File: src/rtl/acia_tx.sv
// 8N1 serial transmitter with a small byte FIFO in front of it.
// Bytes queue on tx_stb; the bit engine drains them back-to-back with no idle gap.
module acia_tx #(
  parameter int SCW     = 16,
  parameter int sym_cnt = 40000,
  parameter int AW      = 4
) (
  input  logic       clk,
  input  logic       rst,
  input  logic [7:0] tx_dat,
  input  logic       tx_stb,
  output logic       tx_full,
  output logic       tx_busy,
  output logic       tx_ovf,
  output logic       tx_serial
);

  localparam logic [SCW-1:0] SYM_LAST = SCW'(sym_cnt - 1);
  localparam logic [AW:0]    DEPTH    = {1'b1, {AW{1'b0}}};

  typedef enum logic [1:0] {IDLE, START, DATA, STOP} state_t;

  state_t         r_state;
  state_t         w_state_nxt;
  logic [SCW-1:0] r_cnt;
  logic [2:0]     r_idx;
  logic [7:0]     r_shift;
  logic           r_tx;
  logic [7:0]     r_mem [2**AW];
  logic [AW-1:0]  r_wptr;
  logic [AW-1:0]  r_rptr;
  logic [AW:0]    r_count;
  logic           r_ovf;

  logic w_full;
  logic w_empty;
  logic w_wr;
  logic w_pop;
  logic w_load;
  logic w_shift;
  logic w_bit_end;
  logic w_tx_nxt;

  assign w_full    = (r_count == DEPTH);
  assign w_empty   = (r_count == '0);
  // Fullness is judged before the edge, so a coincident pop never rescues a write.
  assign w_wr      = tx_stb && !w_full;
  assign w_bit_end = (r_state != IDLE) && (r_cnt == SYM_LAST);

  always_comb begin
    w_state_nxt = r_state;
    w_pop       = 1'b0;
    w_load      = 1'b0;
    w_shift     = 1'b0;
    w_tx_nxt    = r_tx;
    case (r_state)
      IDLE: begin
        w_tx_nxt = 1'b1;
        if (!w_empty) begin
          w_pop       = 1'b1;
          w_load      = 1'b1;
          w_tx_nxt    = 1'b0;
          w_state_nxt = START;
        end
      end
      START: begin
        if (w_bit_end) begin
          w_tx_nxt    = r_shift[0];
          w_shift     = 1'b1;
          w_state_nxt = DATA;
        end
      end
      DATA: begin
        if (w_bit_end) begin
          if (r_idx == 3'd7) begin
            w_tx_nxt    = 1'b1;
            w_state_nxt = STOP;
          end else begin
            w_tx_nxt = r_shift[0];
            w_shift  = 1'b1;
          end
        end
      end
      STOP: begin
        if (w_bit_end) begin
          if (!w_empty) begin
            w_pop       = 1'b1;
            w_load      = 1'b1;
            w_tx_nxt    = 1'b0;
            w_state_nxt = START;
          end else begin
            w_tx_nxt    = 1'b1;
            w_state_nxt = IDLE;
          end
        end
      end
      default: begin
        w_tx_nxt    = 1'b1;
        w_state_nxt = IDLE;
      end
    endcase
  end

  always_ff @(posedge clk or posedge rst) begin
    if (rst) begin
      r_state <= IDLE;
      r_tx    <= 1'b1;
      r_cnt   <= '0;
      r_idx   <= '0;
    end else begin
      r_state <= w_state_nxt;
      r_tx    <= w_tx_nxt;
      if (w_load || w_bit_end || (r_state == IDLE))
        r_cnt <= '0;
      else
        r_cnt <= r_cnt + SCW'(1);
      if (w_load)
        r_idx <= '0;
      else if ((r_state == DATA) && w_bit_end)
        r_idx <= r_idx + 3'd1;
    end
  end

  always_ff @(posedge clk or posedge rst) begin
    if (rst) begin
      r_wptr  <= '0;
      r_rptr  <= '0;
      r_count <= '0;
      r_ovf   <= 1'b0;
    end else begin
      if (w_wr)
        r_wptr <= r_wptr + AW'(1);
      if (w_pop)
        r_rptr <= r_rptr + AW'(1);
      case ({w_wr, w_pop})
        2'b10:   r_count <= r_count + (AW+1)'(1);
        2'b01:   r_count <= r_count - (AW+1)'(1);
        default: r_count <= r_count;
      endcase
      if (tx_stb && w_full)
        r_ovf <= 1'b1;
    end
  end

  // Storage and shift register carry data only and need no reset.
  always_ff @(posedge clk) begin
    if (w_wr)
      r_mem[r_wptr] <= tx_dat;
    if (w_load)
      r_shift <= r_mem[r_rptr];
    else if (w_shift)
      r_shift <= {1'b0, r_shift[7:1]};
  end

  assign tx_full   = w_full;
  assign tx_busy   = !w_empty || (r_state != IDLE);
  assign tx_ovf    = r_ovf;
  assign tx_serial = r_tx;

endmodule

File: config.mk
export PLATFORM = sky130hd
export DESIGN_NAME = acia_tx
export DESIGN_NICKNAME = d
export VERILOG_FILES = /design/src/rtl/acia_tx.sv
export SDC_FILE = /design/constraint.sdc
export NUM_CORES = 1
export LEC_CHECK = 0
export ABC_CLOCK_PERIOD_IN_PS = 3580
export BUFFER_PORTS_ARGS = -buffer_cell sky130_fd_sc_hd__buf_2
export CAP_MARGIN = 20
export CORE_MARGIN = 3
export CORE_UTILIZATION = 23
export DETAILED_ROUTE_END_ITERATION = 16
export MAX_ROUTING_LAYER = met4
export PLACE_DENSITY_LB_ADDON = 0.08
export REMOVE_ABC_BUFFERS = 1
export SLEW_MARGIN = 5
export SYNTH_ARGS = -nofsm -noshare
export SYNTH_HDL_FRONTEND = slang
export SYNTH_SLANG_ARGS = --single-unit
File: constraint.sdc
create_clock -name clk -period 3.58 [get_ports clk]
set_clock_uncertainty 0.2 [all_clocks]
set_input_delay 0.358 -clock clk [delete_from_list [all_inputs] [get_ports clk]]
set_output_delay 0.358 -clock clk [all_outputs]
set_load 0.03 [all_outputs]
# Word level (Yosys, flattened, before mapping)
# Memories as Yosys holds them, arrays and structs flattened.
# Index checks and enable logic that the tools add are counted.
# op_classes
addsub,6
n_eq_ne,13
muxes,28
reduce_logical,17
# ops
op,count
adder 16 x 1 -> 16 bit (second input constant),1
== test 16 bit (second input constant),1
two-way mux 16 bit,1
two-way mux 8 bit,2
two-way mux 1 bit,13
two-way mux 2 bit,5
inequality test 2 bit (second input constant),5
case mux 5 bit (2 select lines),1
adder 4 x 1 -> 4 bit (second input constant),2
case mux 2 bit (4 select lines),1
nonzero test 2 bit,4
== test 2 bit (second input constant),3
two-way mux 3 bit,2
adder 5 x 1 -> 5 bit (second input constant),1
== test 5 bit (second input constant),1
logical NOT 5 bit,1
AND reduction 5 bit,1
subtractor 5 x 1 -> 5 bit (second input constant),1
== test 2 x 1 -> 1 bit (second input constant),2
logical AND 1 bit,4
case mux 1 bit (2 select lines),2
case mux 1 bit (4 select lines),1
adder 3 x 1 -> 3 bit (second input constant),1
== test 3 bit (second input constant),1
4 further kinds,7
# totals
ff_bits,44
ramBits,128
inputBits,11
output_inout_bits,4
wordCells,74
mem_count,1
# mem_list
memory,words,word_bits,read_ports,rd_clocked_by_memory_dff,wr,line,rtl
r_mem,16,8,1,0,1,29,logic [7:0] r_mem [2**AW];

# Depth between registers and ports, before layout
# Gate-level depths: netlist of run 1.
# logic_depth
word_depth,7
depth_mapped,17
mapped_depth_nobuf,13

# Worst setup path before layout of run 1
# Ideal clock, no wire load.
# synth_path
path_kind,register to register
from,reg r_cnt[8]
to,reg r_count[4]
setup_time_ns,0.079
arrival_ns,3.424
required_ns,3.301
slack_ns,-0.123
stages_incl_launch_ff,16
n_path_buf,3
period_less_slack_ns,3.703
cell_sequence,dfrtp_1 or4b_1 or4_4 o21ai_2 and2b_1 buf_6 buf_12 ha_1 clkbuf_1 xor2_1 ha_1 inv_1 o21ai_0 a21o_1 a221oi_1 xor2_1
# synth_between
elab_chain_len,6
elab_cells_between_ends,8
classes_between,eq/ne (3); mux (3); reduce/logical (2)
# synth_lines
item,line,rtl
"start, declared",25,logic [SCW-1:0] r_cnt;
"start signal, assigned",116,r_cnt <= r_cnt + SCW'(1);
== test 16 bit *,48,assign w_bit_end = (r_state != IDLE) && (r_cnt == SYM_LAST);
logical AND 1 bit *,48,
two-way mux 1 bit *,85,if (w_bit_end) begin
case mux 1 bit (2 select lines) *,56,case (r_state)
== test 2 x 1 -> 1 bit / == test 2 bit (equally long branches),135,"case ({w_wr, w_pop})"
case mux 5 bit (2 select lines) / nonzero test 2 bit (equally long branches),--,
"end signal, assigned",136,2'b10: r_count <= r_count + (AW+1)'(1);
"end signal, assigned",137,2'b01: r_count <= r_count - (AW+1)'(1);
"end signal, assigned",138,default: r_count <= r_count;
"end, declared",32,logic [AW:0] r_count;
# Every way passes the cells marked *; elsewhere a longest branch is shown, timed or not.
# A chain may end at the register's enable or synchronous reset.

# Final worst setup path of run 1
# layout_path
from,reg r_cnt[9]
to,reg r_count[4]
# The elaborated chain is that of the path after synthesis.

==> run_results.csv, run 1 <==
group,metric,value,unit
status,status,"complete, no violations",
timing,fin_worst_hold_slack,114,ps
grt,grt_start_max_net_pins,32,
cts,max-clock-path-buffers,2,
cts,clk-insertion-delay-late,430,ps
setup_path,critical-path-slowest-cell,"or4_4",
setup_path,arrival,3490,ps
grt,grt_pass1_vias,4072,
floorplanning,die_x,183,um
synth,synthesis.yosys.warnings,0,
floorplanning,start_util,23.5,%
floorplanning,chipHeight,183,um
route,dr_total_vias,3804,
timing,fin_crit_sh,93.5,%
synth,syn-instance-count,443,
synth,synth_edf_count,136,
synth,synth_ff_type,"edfxtp_1",
setup_path,setup.worst_path.start,"r_cnt[9]$_DFF_PP0_",
finish,synthToLayoutAreaGrowth,18.0,%
run,drv_cap,0,
finish,layout.core_utilization,27.7,%
setup_path,cp_delay_by_family_top,"simple AND/OR/NAND/NOR gates",
setup_path,critPathBufInv,1,
finish,diodes,0,
setup_path,crit_end_category,"flip-flop",
floorplanning,fp.dieArea,0.0336,mm2
grt,grt.overflow.total,0,
timing,max_slew_margin,47.3,%
timing,hold_viol_final,0,
cts,cts.reportedPaths.clkPinSlew,70,ps
cts,tritoncts_clock_tree,"done",
synth,post_synthesis_mean_instance_area,16.3,um2
cts,cts_made_buffers,17,
grt,grt_antenna_before_repair,0,
floorplanning,core.rowCount,64,
setup_path,regToRegSetupSlack,230,ps
route,dr.first_iter.drc_count,232,
timing,slew_viol_final,0,
route,drt-total-wl,16.7,mm
grt,grt_pass1_wl,25.6,mm
place,gp_congestion,0.685,
setup_path,cp-start-kind,"flip-flop",
route,detail_route.wl_per_cell,18.6,um
cts,number_of_buffers_added_for_setup_after_cts,0,
route,antenna_left,0,
floorplanning,io-pin-count,15,
timing,period_needed,3350,ps
power_and_ir_drop,maximum_vdd_drop,0.389,mV
place,io_buffers,14,
finish,fill_cells,3100,
min_path,timing.hold.worst.start,"tx_dat[5]",
power_and_ir_drop,post-layout-total-power,6530,uW
timing,worst-slew-pin-transition,789,ps
power_and_ir_drop,power.leakage,0.00298,uW
cts,cts_htree_levels,4,
setup_path,crit_path_max_fanout,7,
finish,final_nets,513,
min_path,worst_hold_path_type,"in -> reg",
setup_path,critical-path-top-cell-by-count,"ha_1",
power_and_ir_drop,power-per-cell-area,764,mW/mm2
setup_path,rr_startpoint,"r_cnt[9]$_DFF_PP0_",
timing,maxClockFrequency,299,MHz
timing,setup_violations,0,
cts,tritoncts_num_sinks,172,
finish,layout_cell_share_with_drive_strength_beyond_1,23.9,%
grt,globalRouteTotalUtil,10.8,%
setup_path,critical_path_required,3730,ps
timing,grt_setup_unrepaired,"false",
synth,yosysSeqAreaShare,68.9,%
setup_path,crit_type,"reg -> reg",
route,detail_route.first_pass.iterations,4,
route,vias_per_cell,4.26,
place,hpwlAfterDp,10.7,mm
synth,postSynthRegisterBits,172,
cts,cts_root_buffer,"clkbuf_16",
route,drt_drc_violations_left,0,
synth,synth.lib_cells_used.distinct,49,
synth,syn_area,0.00724,mm2
setup_path,cp_slowest_stage_delay,590,ps
setup_path,critical_path.cell_chain,"or4b_1, or4_4, o21ai_2, and2b_1, ha_1, buf_4, ha_1, a21o_1, a221oi_2, xor2_1",
synth,synth-async-reset-ratio,20.9,%
floorplanning,coreArea,0.0308,mm2
[final timing paths]
kind | end | depth (start not counted)
worst max-delay path | r_count[4]$_DFFE_PP0P_ | 10
worst min register to register | tx_ovf$_DFFE_PP0P_ | 1
worst min-delay path | r_mem[10][5]$_DFFE_PP_ | 1
worst max register to register | r_count[4]$_DFFE_PP0P_ | 10
max in group asynchronous | r_rptr[1]$_DFFE_PP0N_ | 4
min in group asynchronous | r_cnt[11]$_DFF_PP0_ | 3
[metal layers]
metal / track usage [%] / up-vias / share of wire (%) / wire [um]
met5: - / - / 0 / 0
met4: 3.29 / 0 / 0.88 / 147
met3: 2.47 / 8 / 2.1 / 348
met2: 17.1 / 32 / 49 / 8180
met1: 14.0 / 1991 / 48 / 7980
li1: - / 1773 / - / -
[layout by cell type, fill, tap and decap left out, types with 4 or more instances in the layout]
cell type and instances:
buf_4 27, a22oi_1 14, clkbuf_16 17, nand3_1 8, nor3_1 10, o21ai_0 12
dfrtp_1 34, buf_2 14, xor2_1 11, nand2_1 20, nor2b_1 4, mux4_2 33
nand4_1 4, mux2_2 6, clkinvlp_4 4, inv_1 14, xnor2_1 14, edfxtp_1 136
nor2_1 40, a21oi_1 6, ha_1 16
[kinds of logic (layout without fill, tap and decap cells)]
group	Yosys count	in the layout	synth area share, %
DFF	172	172	68.9
and+or+nand+nor	107	107	7.12
AOI/OAI and AO/OA	44	44	4.06
muxes	44	44	11.9
buffers and inverters	35	90	2.21
xor gates and xnor gates	25	25	3.02
adders and majority gates	16	16	2.77
[through the flow]
stage	instance area (um2)	instances	TNS, ps	worst slack, ps
6_report	8540	894	0	234
5_1_grt	8540	894	0	24.3
4_1_cts	8530	894	0	159
3_5_place_dp	7950	861	0	180
3_3_place_gp	7920	860	0	185
2_1_floorplan	7130	422	-146	-146
[cell type report]
type | count | area, um2 | area share, %
Clock inverter | 14 | 140 | 1.64
Clock buffer | 17 | 425 | 4.98
Tap cell | 396 | 495 | 5.80
Multi-Input combinational cell | 236 | 2100 | 24.6
Sequential cell | 172 | 4990 | 58.4
Inverter | 14 | 52.6 | 0.615
Timing Repair Buffer | 45 | 340 | 3.98
[where the power goes]
group          internal [uW]  switching (uW)
Combinational            901            1110
Clock                    971             816
Sequential              2500             234
[synth_stat cells (4+ instances only)]
master	number	share of area, %
a21oi_1	6	0.41
a22oi_1	14	1.5
clkbuf_1	13	0.67
dfrtp_1	35	12
edfxtp_1	136	56
ha_1	16	2.8
inv_1	14	0.73
mux2_2	6	0.93
mux4_2	33	10
nand2_1	20	1.0
nand3_1	8	0.55
nand4_1	4	0.35
nor2_1	40	2.1
nor2b_1	4	0.35
nor3_1	10	0.69
o21ai_0	12	0.83
xnor2_1	14	1.7
xor2_1	11	1.3
[worst reg2reg max path, cell delays in order (launching register included)]
cell	delay, ps
dfrtp_1	400
or4b_1	530
or4_4	590
o21ai_2	170
and2b_1	160
ha_1	180
buf_4	160
ha_1	260
a21o_1	180
a221oi_2	280
xor2_1	160
[registers in the layout, indices dropped and copies added, names as in the netlist]
signal,flops
r_mem,128
r_cnt,16
r_shift,8
r_count,5
r_rptr,4
r_wptr,4
r_idx,3
r_state,2
tx_ovf,1
tx_serial,1
[repair_timing]
| action | CTS | global route |
|---|---|---|
| gates resized for setup | 0 | 1 |
| hold endpoints to repair | 7 | 0 |
| setup endpoints to repair | 0 | 1 |
| hold buffers | 2 | 0 |
(Power assumes the default switching activity.)
==> run 2: changes to the inputs <==
--- a/config.mk
+++ b/config.mk
@@ -5,6 +5,7 @@
 export SDC_FILE = /design/constraint.sdc
 export NUM_CORES = 1
 export LEC_CHECK = 0
+export ABC_AREA = 1
 export ABC_CLOCK_PERIOD_IN_PS = 3580
 export BUFFER_PORTS_ARGS = -buffer_cell sky130_fd_sc_hd__buf_2
 export CAP_MARGIN = 20
==> run_results.csv, run 2 <==
group,metric,value,unit
power_and_ir_drop,clock_power_share,38.4,%
place,pre_cts_ws,509,ps
grt,globalRouteTotalUtil,12.6,%
power_and_ir_drop,power-per-cell-area,529,mW/mm2
route,dr_total_vias,5178,
grt,grt.overflow.total,0,
finish,most_used_cells_in_the_layout_excluding_fill_and_tap_cells,"nand2_1 (258), edfxtp_1 (136), nand3_1 (81)",
min_path,holdPathEnd,"r_mem[3][7]$_DFFE_PP_",
route,highest_layer,"met4",
timing,setup_violations,0,
synth,synth_common_cells,"nand2_1 (258), edfxtp_1 (136), nand3_1 (81)",
cts,max-clock-path-buffers,2,
timing,maxClockFrequency,331,MHz
power_and_ir_drop,power.share.switching,27.1,%
timing,fin_crit_sh,84.4,%
setup_path,ff2ff_path_depth,17,
route,wl_met1,10.4,mm
synth,ys_top_cells_by_area,"edfxtp_1 (52%), nand2_1 (12%), dfrtp_1 (11%)",
cts,clk-insertion-delay-late,430,ps
finish,diodes,0,
setup_path,critPathBufInv,1,
grt,grt_antenna_before_repair,0,
cts,cts.reportedPaths.clkPinSlew,70,ps
min_path,timing.hold.worst.start,"tx_dat[7]",
timing,worst-slew-pin-transition,809,ps
grt,grt_start_max_net_pins,48,
power_and_ir_drop,power_frac_comb,10.5,%
floorplanning,die_x,190,um
route,dr.first_iter.drc_count,384,
synth,syn-instance-count,788,
cts,cts_htree_levels,4,
timing,slew_viol_final,0,
timing,period_needed,3020,ps
synth,synth_edf_count,136,
setup_path,critical-path-top-cell-by-count,"nand2_1",
place,io_buffers,14,
route,wl_met3,390,um
finish,final_common_cell,"nand2_1",
place,hpwlAfterDp,13.5,mm
power_and_ir_drop,maximum_vdd_drop,0.339,mV
finish,design_area,0.00900,mm2
route,detail_route.first_pass.iterations,4,
route,drt_drc_violations_left,0,
timing,grt_setup_unrepaired,"false",
finish,largest_registers,"r_mem: 128 flops, r_cnt: 16 flops, r_shift: 8 flops",
synth,yosysSeqAreaShare,63.9,%
timing,hold_viol_final,0,
route,detail_route.wl_per_cell,16.4,um
synth,synthMostInstantiatedCell,"nand2_1",
setup_path,timing.rr.end,"r_count[4]$_DFFE_PP0P_",
setup_path,setup.worst_path.start,"r_cnt[0]$_DFF_PP0_",
finish,layout.core_utilization,27.3,%
floorplanning,start_util,23.7,%
route,drt-total-wl,20.8,mm
cts,cts_made_buffers,17,
setup_path,cp_slowest_stage_delay,410,ps
setup_path,critical-path-slowest-cell,"dfrtp_1",
synth,synth_ff_type,"edfxtp_1",
timing,max_slew_margin,45.9,%
cts,tritoncts_num_sinks,172,
min_path,number_of_cells_traversed_by_the_worst_hold_path,1,
grt,grt_pass1_vias,5302,
setup_path,crit_end_category,"flip-flop",
finish,final_nets,840,
setup_path,cp-start-kind,"flip-flop",
place,place_area,0.00842,mm2
finish,layout_cell_share_with_drive_strength_beyond_1,9.08,%
finish,synthToLayoutAreaGrowth,15.4,%
route,wl_met2,9.82,mm
setup_path,cp_delay_by_family_top,"simple AND/OR/NAND/NOR gates",
setup_path,crit_path_max_fanout,10,
synth,synth_top_area_share,52.4,%
setup_path,critical_path.cell_chain,"ha_1, nand2_1, nor2_2, nand2_2, nor2_8, nand2_4, a21oi_4, ha_1, xor2_1, ha_1, inv_1, nand2_1, nand3_1, nand3_1, nand2_1, nand2_1, o21ai_0",
setup_path,arrival,3140,ps
cts,tritoncts_clock_tree,"done",
route,antenna_left,0,
synth,postSynthRegisterBits,172,
finish,largest-register,"r_mem",
floorplanning,chipHeight,190,um
floorplanning,io-pin-count,15,
power_and_ir_drop,power.share.sequential,51.1,%
finish,largest_reg_flops,128,
synth,syn_area,0.00780,mm2
floorplanning,core.rowCount,66,
grt,grt_pass1_wl,33.0,mm
synth,synth_largest_area_cell,"edfxtp_1",
power_and_ir_drop,p_sw,1290,uW
cts,cts_root_buffer,"clkbuf_16",
timing,layout_setup_ws,558,ps
min_path,worst_hold_path_type,"in -> reg",
synth,post_synthesis_mean_instance_area,9.90,um2
power_and_ir_drop,cellInternalPower,3470,uW
timing,final.setup.tns,0,ps
power_and_ir_drop,power.leakage,0.00373,uW
place,gp_congestion,0.753,
setup_path,regToRegSetupSlack,560,ps
setup_path,crit_type,"reg -> reg",
setup_path,rr_startpoint,"r_cnt[0]$_DFF_PP0_",
setup_path,critical_path_required,3690,ps
floorplanning,fp.dieArea,0.0362,mm2
synth,synthesis.yosys.warnings,0,
status,status,"complete, no violations",
route,vias_per_cell,4.08,
synth,synth.lib_cells_used.distinct,32,
floorplanning,coreArea,0.0329,mm2
cts,cts_repair_resize_count,0,
run,drv_cap,0,
timing,fin_worst_hold_slack,148,ps
synth,synth-async-reset-ratio,20.9,%
==> run 2: cell types whose count changed after synthesis, moves of 33 or more <==
cell	change
inv_1	+56
mux4_2	-33
nand2_1	+238
nand3_1	+73
nor2_1	+39
==> run 2: worst reg2reg max path, cell delays in order, from the launching register on <==
cell and delay [ps]:
dfrtp_1 410, ha_1 190, nand2_1 80, nor2_2 130, nand2_2 110, nor2_8 190, nand2_4 90, a21oi_4 290
ha_1 340, xor2_1 220, ha_1 170, inv_1 30, nand2_1 90, nand3_1 100, nand3_1 100, nand2_1 50
nand2_1 50, o21ai_0 70
==> run 2: repair_timing <==
action                                 CTS  global route
hold buffers                             2             0
endpoints found under the hold margin   36             0
buffers inserted                         0             0
==> run 2: layout make-up <==
| cell class | count | area (um2) |
|---|---|---|
| well taps | 442 | 553 |
| clock buffers | 17 | 425 |
| clock inverters | 15 | 136 |
| fillers | 3502 | 23900 |
| repair buffers | 31 | 203 |
| inverters | 75 | 282 |
| flip-flops and latches | 172 | 4990 |
| multi-input cells | 516 | 2410 |
==> run 2: per-stage QoR <==
stage | cells | power [uW]
4_1_cts | 1268 | 4850
3_5_place_dp | 1234 | 2990
3_3_place_gp | 1234 | 3000
6_report | 1268 | 4760
5_1_grt | 1268 | 5010
2_1_floorplan | 763 | 2790
==> run 2: per-layer routing <==
metal / track usage (%) / up-vias
li1: - / 2642
met1: 17.0 / 2501
met2: 19.6 / 27
met3: 2.45 / 8
met4: 3.05 / 0
met5: - / -
==> run 2: worst max path at each step <==
stage,to,slack (ps),cells after the start
6_report,r_count[4]$_DFFE_PP0P_,560,17
5_1_grt,r_count[4]$_DFFE_PP0P_,200,17
3_3_place_gp,r_count[4]$_DFFE_PP0P_,560,17
4_1_cts,r_count[4]$_DFFE_PP0P_,510,17
3_5_place_dp,r_count[4]$_DFFE_PP0P_,510,17
2_1_floorplan,r_shift[0]$_DFFE_PP_,230,7
==> run 2: kinds of logic after synthesis <==
group / Yosys count / share of synthesized area, %
AO/OA/AOI/OAI: 42 / 3.10
XOR/XNOR: 14 / 1.57
adder cells (fa/ha/maj): 16 / 2.57
buffers and inverters: 100 / 5.13
flip-flops: 172 / 63.9
AND/OR/NAND/NOR: 444 / 23.7
==> run 2: power groups by stage <==
| stage | sequential (uW) | clock [uW] | combinational (uW) |
|---|---|---|---|
| after detailed placement | 2480 | 0 | 517 |
| final | 2430 | 1830 | 500 |
| after global placement | 2480 | 0 | 523 |
| after CTS | 2430 | 1900 | 519 |
| after global routing | 2450 | 1980 | 584 |
| after floorplan | 2470 | 0 | 321 |
==> run 3: changes to the inputs <==
--- a/config.mk
+++ b/config.mk
@@ -6,7 +6,7 @@
 export NUM_CORES = 1
 export LEC_CHECK = 0
 export ABC_AREA = 1
-export ABC_CLOCK_PERIOD_IN_PS = 3580
+export ABC_CLOCK_PERIOD_IN_PS = 2590
 export BUFFER_PORTS_ARGS = -buffer_cell sky130_fd_sc_hd__buf_2
 export CAP_MARGIN = 20
 export CORE_MARGIN = 3
==> constraint.sdc (replaced) <==
create_clock -name clk -period 2.59 [get_ports clk]
set_clock_uncertainty 0.2 [all_clocks]
set_input_delay 0.259 -clock clk [delete_from_list [all_inputs] [get_ports clk]]
set_output_delay 0.259 -clock clk [all_outputs]
set_load 0.03 [all_outputs]
==> run_results.csv, run 3 (synthesis gave the netlist of run 2 again) <==
group,metric,value,unit
route,drt-total-wl,21.1,mm
cts,cts_htree_levels,4,
cts,max-clock-path-buffers,2,
timing,fin_crit_sh,96.1,%
setup_path,critical_path_required,2450,ps
timing,hold_viol_final,0,
cts,cts_made_buffers,17,
timing,fin_worst_hold_slack,41.6,ps
cts,cts_root_buffer,"clkbuf_16",
finish,fill_cells,3469,
timing,grt_setup_unrepaired,"true",
place,hpwlAfterDp,14.2,mm
setup_path,crit_end_category,"flip-flop",
grt,grt_pass1_vias,5301,
finish,final_nets,865,
setup_path,arrival,2350,ps
timing,max_slew_margin,43.3,%
cts,tritoncts_num_sinks,172,
cts,cts.reportedPaths.clkPinSlew,80,ps
cts,tritoncts_clock_tree,"done",
finish,diodes,0,
timing,layout_setup_ws,101,ps
finish,largest_reg_flops,128,
setup_path,regToRegSetupSlack,100,ps
grt,grt_start_max_net_pins,38,
setup_path,rr_startpoint,"r_count[4]$_DFFE_PP0P_",
finish,synthToLayoutAreaGrowth,19.0,%
route,dr.first_iter.drc_count,264,
timing,slew_viol_final,0,
setup_path,worstSetupEndpoint,"r_mem[13][7]$_DFFE_PP_",
grt,grt_antenna_before_repair,0,
setup_path,crit_path_max_fanout,8,
grt,globalRouteTotalUtil,12.7,%
place,gp_congestion,0.785,
route,antenna_left,0,
status,status,"complete, no violations",
setup_path,crit_type,"reg -> reg",
timing,maxClockFrequency,402,MHz
finish,most_used_cells_in_the_layout_excluding_fill_and_tap_cells,"nand2_1 (255), edfxtp_1 (136), nand3_1 (80)",
timing,setup_violations,0,
timing,final.setup.tns,0,ps
grt,grt.overflow.total,0,
grt,grt_pass1_wl,32.9,mm
route,dr_total_vias,5289,
floorplanning,core.rowCount,66,
timing,worst-slew-pin-transition,846,ps
floorplanning,chipHeight,190,um
finish,largest-register,"r_mem",
floorplanning,die_x,190,um
run,drv_cap,0,
route,drt_drc_violations_left,0,
min_path,timing.hold.worst.start,"tx_dat[7]",
route,vias_per_cell,4.09,
setup_path,ff2ff_path_depth,7,
floorplanning,io-pin-count,15,
place,pre_cts_ws,-52.2,ps
setup_path,timing.rr.end,"r_mem[13][7]$_DFFE_PP_",
route,detail_route.first_pass.iterations,4,
finish,layout_cell_share_with_drive_strength_beyond_1,14.7,%
finish,design_area,0.00929,mm2
min_path,worst_hold_path_type,"in -> reg",
cts,clk-insertion-delay-late,440,ps
finish,final_common_cell,"nand2_1",
floorplanning,fp.dieArea,0.0362,mm2
place,io_buffers,14,
power_and_ir_drop,post-layout-total-power,6660,uW
power_and_ir_drop,power-per-cell-area,717,mW/mm2
route,detail_route.wl_per_cell,16.4,um
power_and_ir_drop,maximum_vdd_drop,0.472,mV
floorplanning,start_util,23.7,%
setup_path,setup.worst_path.start,"r_count[4]$_DFFE_PP0P_",
setup_path,cp-start-kind,"flip-flop",
timing,period_needed,2490,ps
finish,largest_registers,"r_mem: 128 flops, r_cnt: 16 flops, r_shift: 8 flops",
place,place_area,0.00860,mm2
floorplanning,coreArea,0.0329,mm2
power_and_ir_drop,power.leakage,0.00386,uW
[run 3: changes by cell type in the layout (fill, tap and decap cells not counted), moves of 2 or more]
cell	before	now
ha_1	16	13
nand2_2	2	4
nand2_1	258	255
clkinv_1	5	3
ha_2	0	2
nor2_1	79	65
buf_4	15	39
nor2_2	2	15
xor2_2	0	2
xor2_1	13	11
[run 3: layout make-up]
class | instances | area, um2 | share of cell area, %
timing repair buffer | 56 | 403 | 4.34
tap | 442 | 553 | 5.96
sequential | 172 | 4990 | 53.7
multi-input combinational | 516 | 2500 | 27.0
inverter | 75 | 282 | 3.03
clock buffer | 17 | 425 | 4.58
clock inverter | 15 | 131 | 1.41
[run 3: where the power goes]
group	total, uW	internal (uW)	switching, uW
clock	2490	1260	1220
combinational	829	237	592
sequential	3340	3260	81.6
total	6660	4760	1900
[run 3: metal layers]
metal	global-route usage, %	up-vias	part of all wire [%]
li1	-	2683	-
met1	17.3	2543	48
met2	19.3	52	48
met3	2.78	11	3.0
met4	3.22	0	0.86
met5	-	-	0
[run 3: worst max-delay path, cell delays in order, from the launching register on]
cell and delay [ps]:
dfrtp_1 390, inv_1 110, nor2_1 80, inv_1 50, nand2_1 170, inv_1 210, nand2_1 210, nor2_1 690
[run 3: repair_timing]
| action | 4_1_cts | 5_1_grt |
|---|---|---|
| pin swaps | 0 | 7 |
| hold buffers | 2 | 0 |
| endpoints found under the setup margin | 2 | 129 |
| setup buffers | 0 | 2 |
| hold endpoints to repair | 20 | 0 |
| resized for setup | 2 | 25 |
[run 3: metrics by stage]
stage               std cells  utilization, %
finish                   1293            28.2
global route             1293            28.2
CTS                      1291            27.9
detailed placement       1257            26.1
global placement         1257            26.1
floorplan                 763               -
[run 3: worst min path at each step]
stage / to / slack (ps) / cells after the start
finish: r_mem[0][7]$_DFFE_PP_ / 40 / 1
detailed placement: r_count[4]$_DFFE_PP0P_ / 170 / 2
global placement: r_count[3]$_DFFE_PP0P_ / 160 / 2
CTS: r_mem[14][4]$_DFFE_PP_ / 30 / 1
global route: r_mem[4][4]$_DFFE_PP_ / 30 / 1
floorplan: r_mem[0][0]$_DFFE_PP_ / 160 / 0
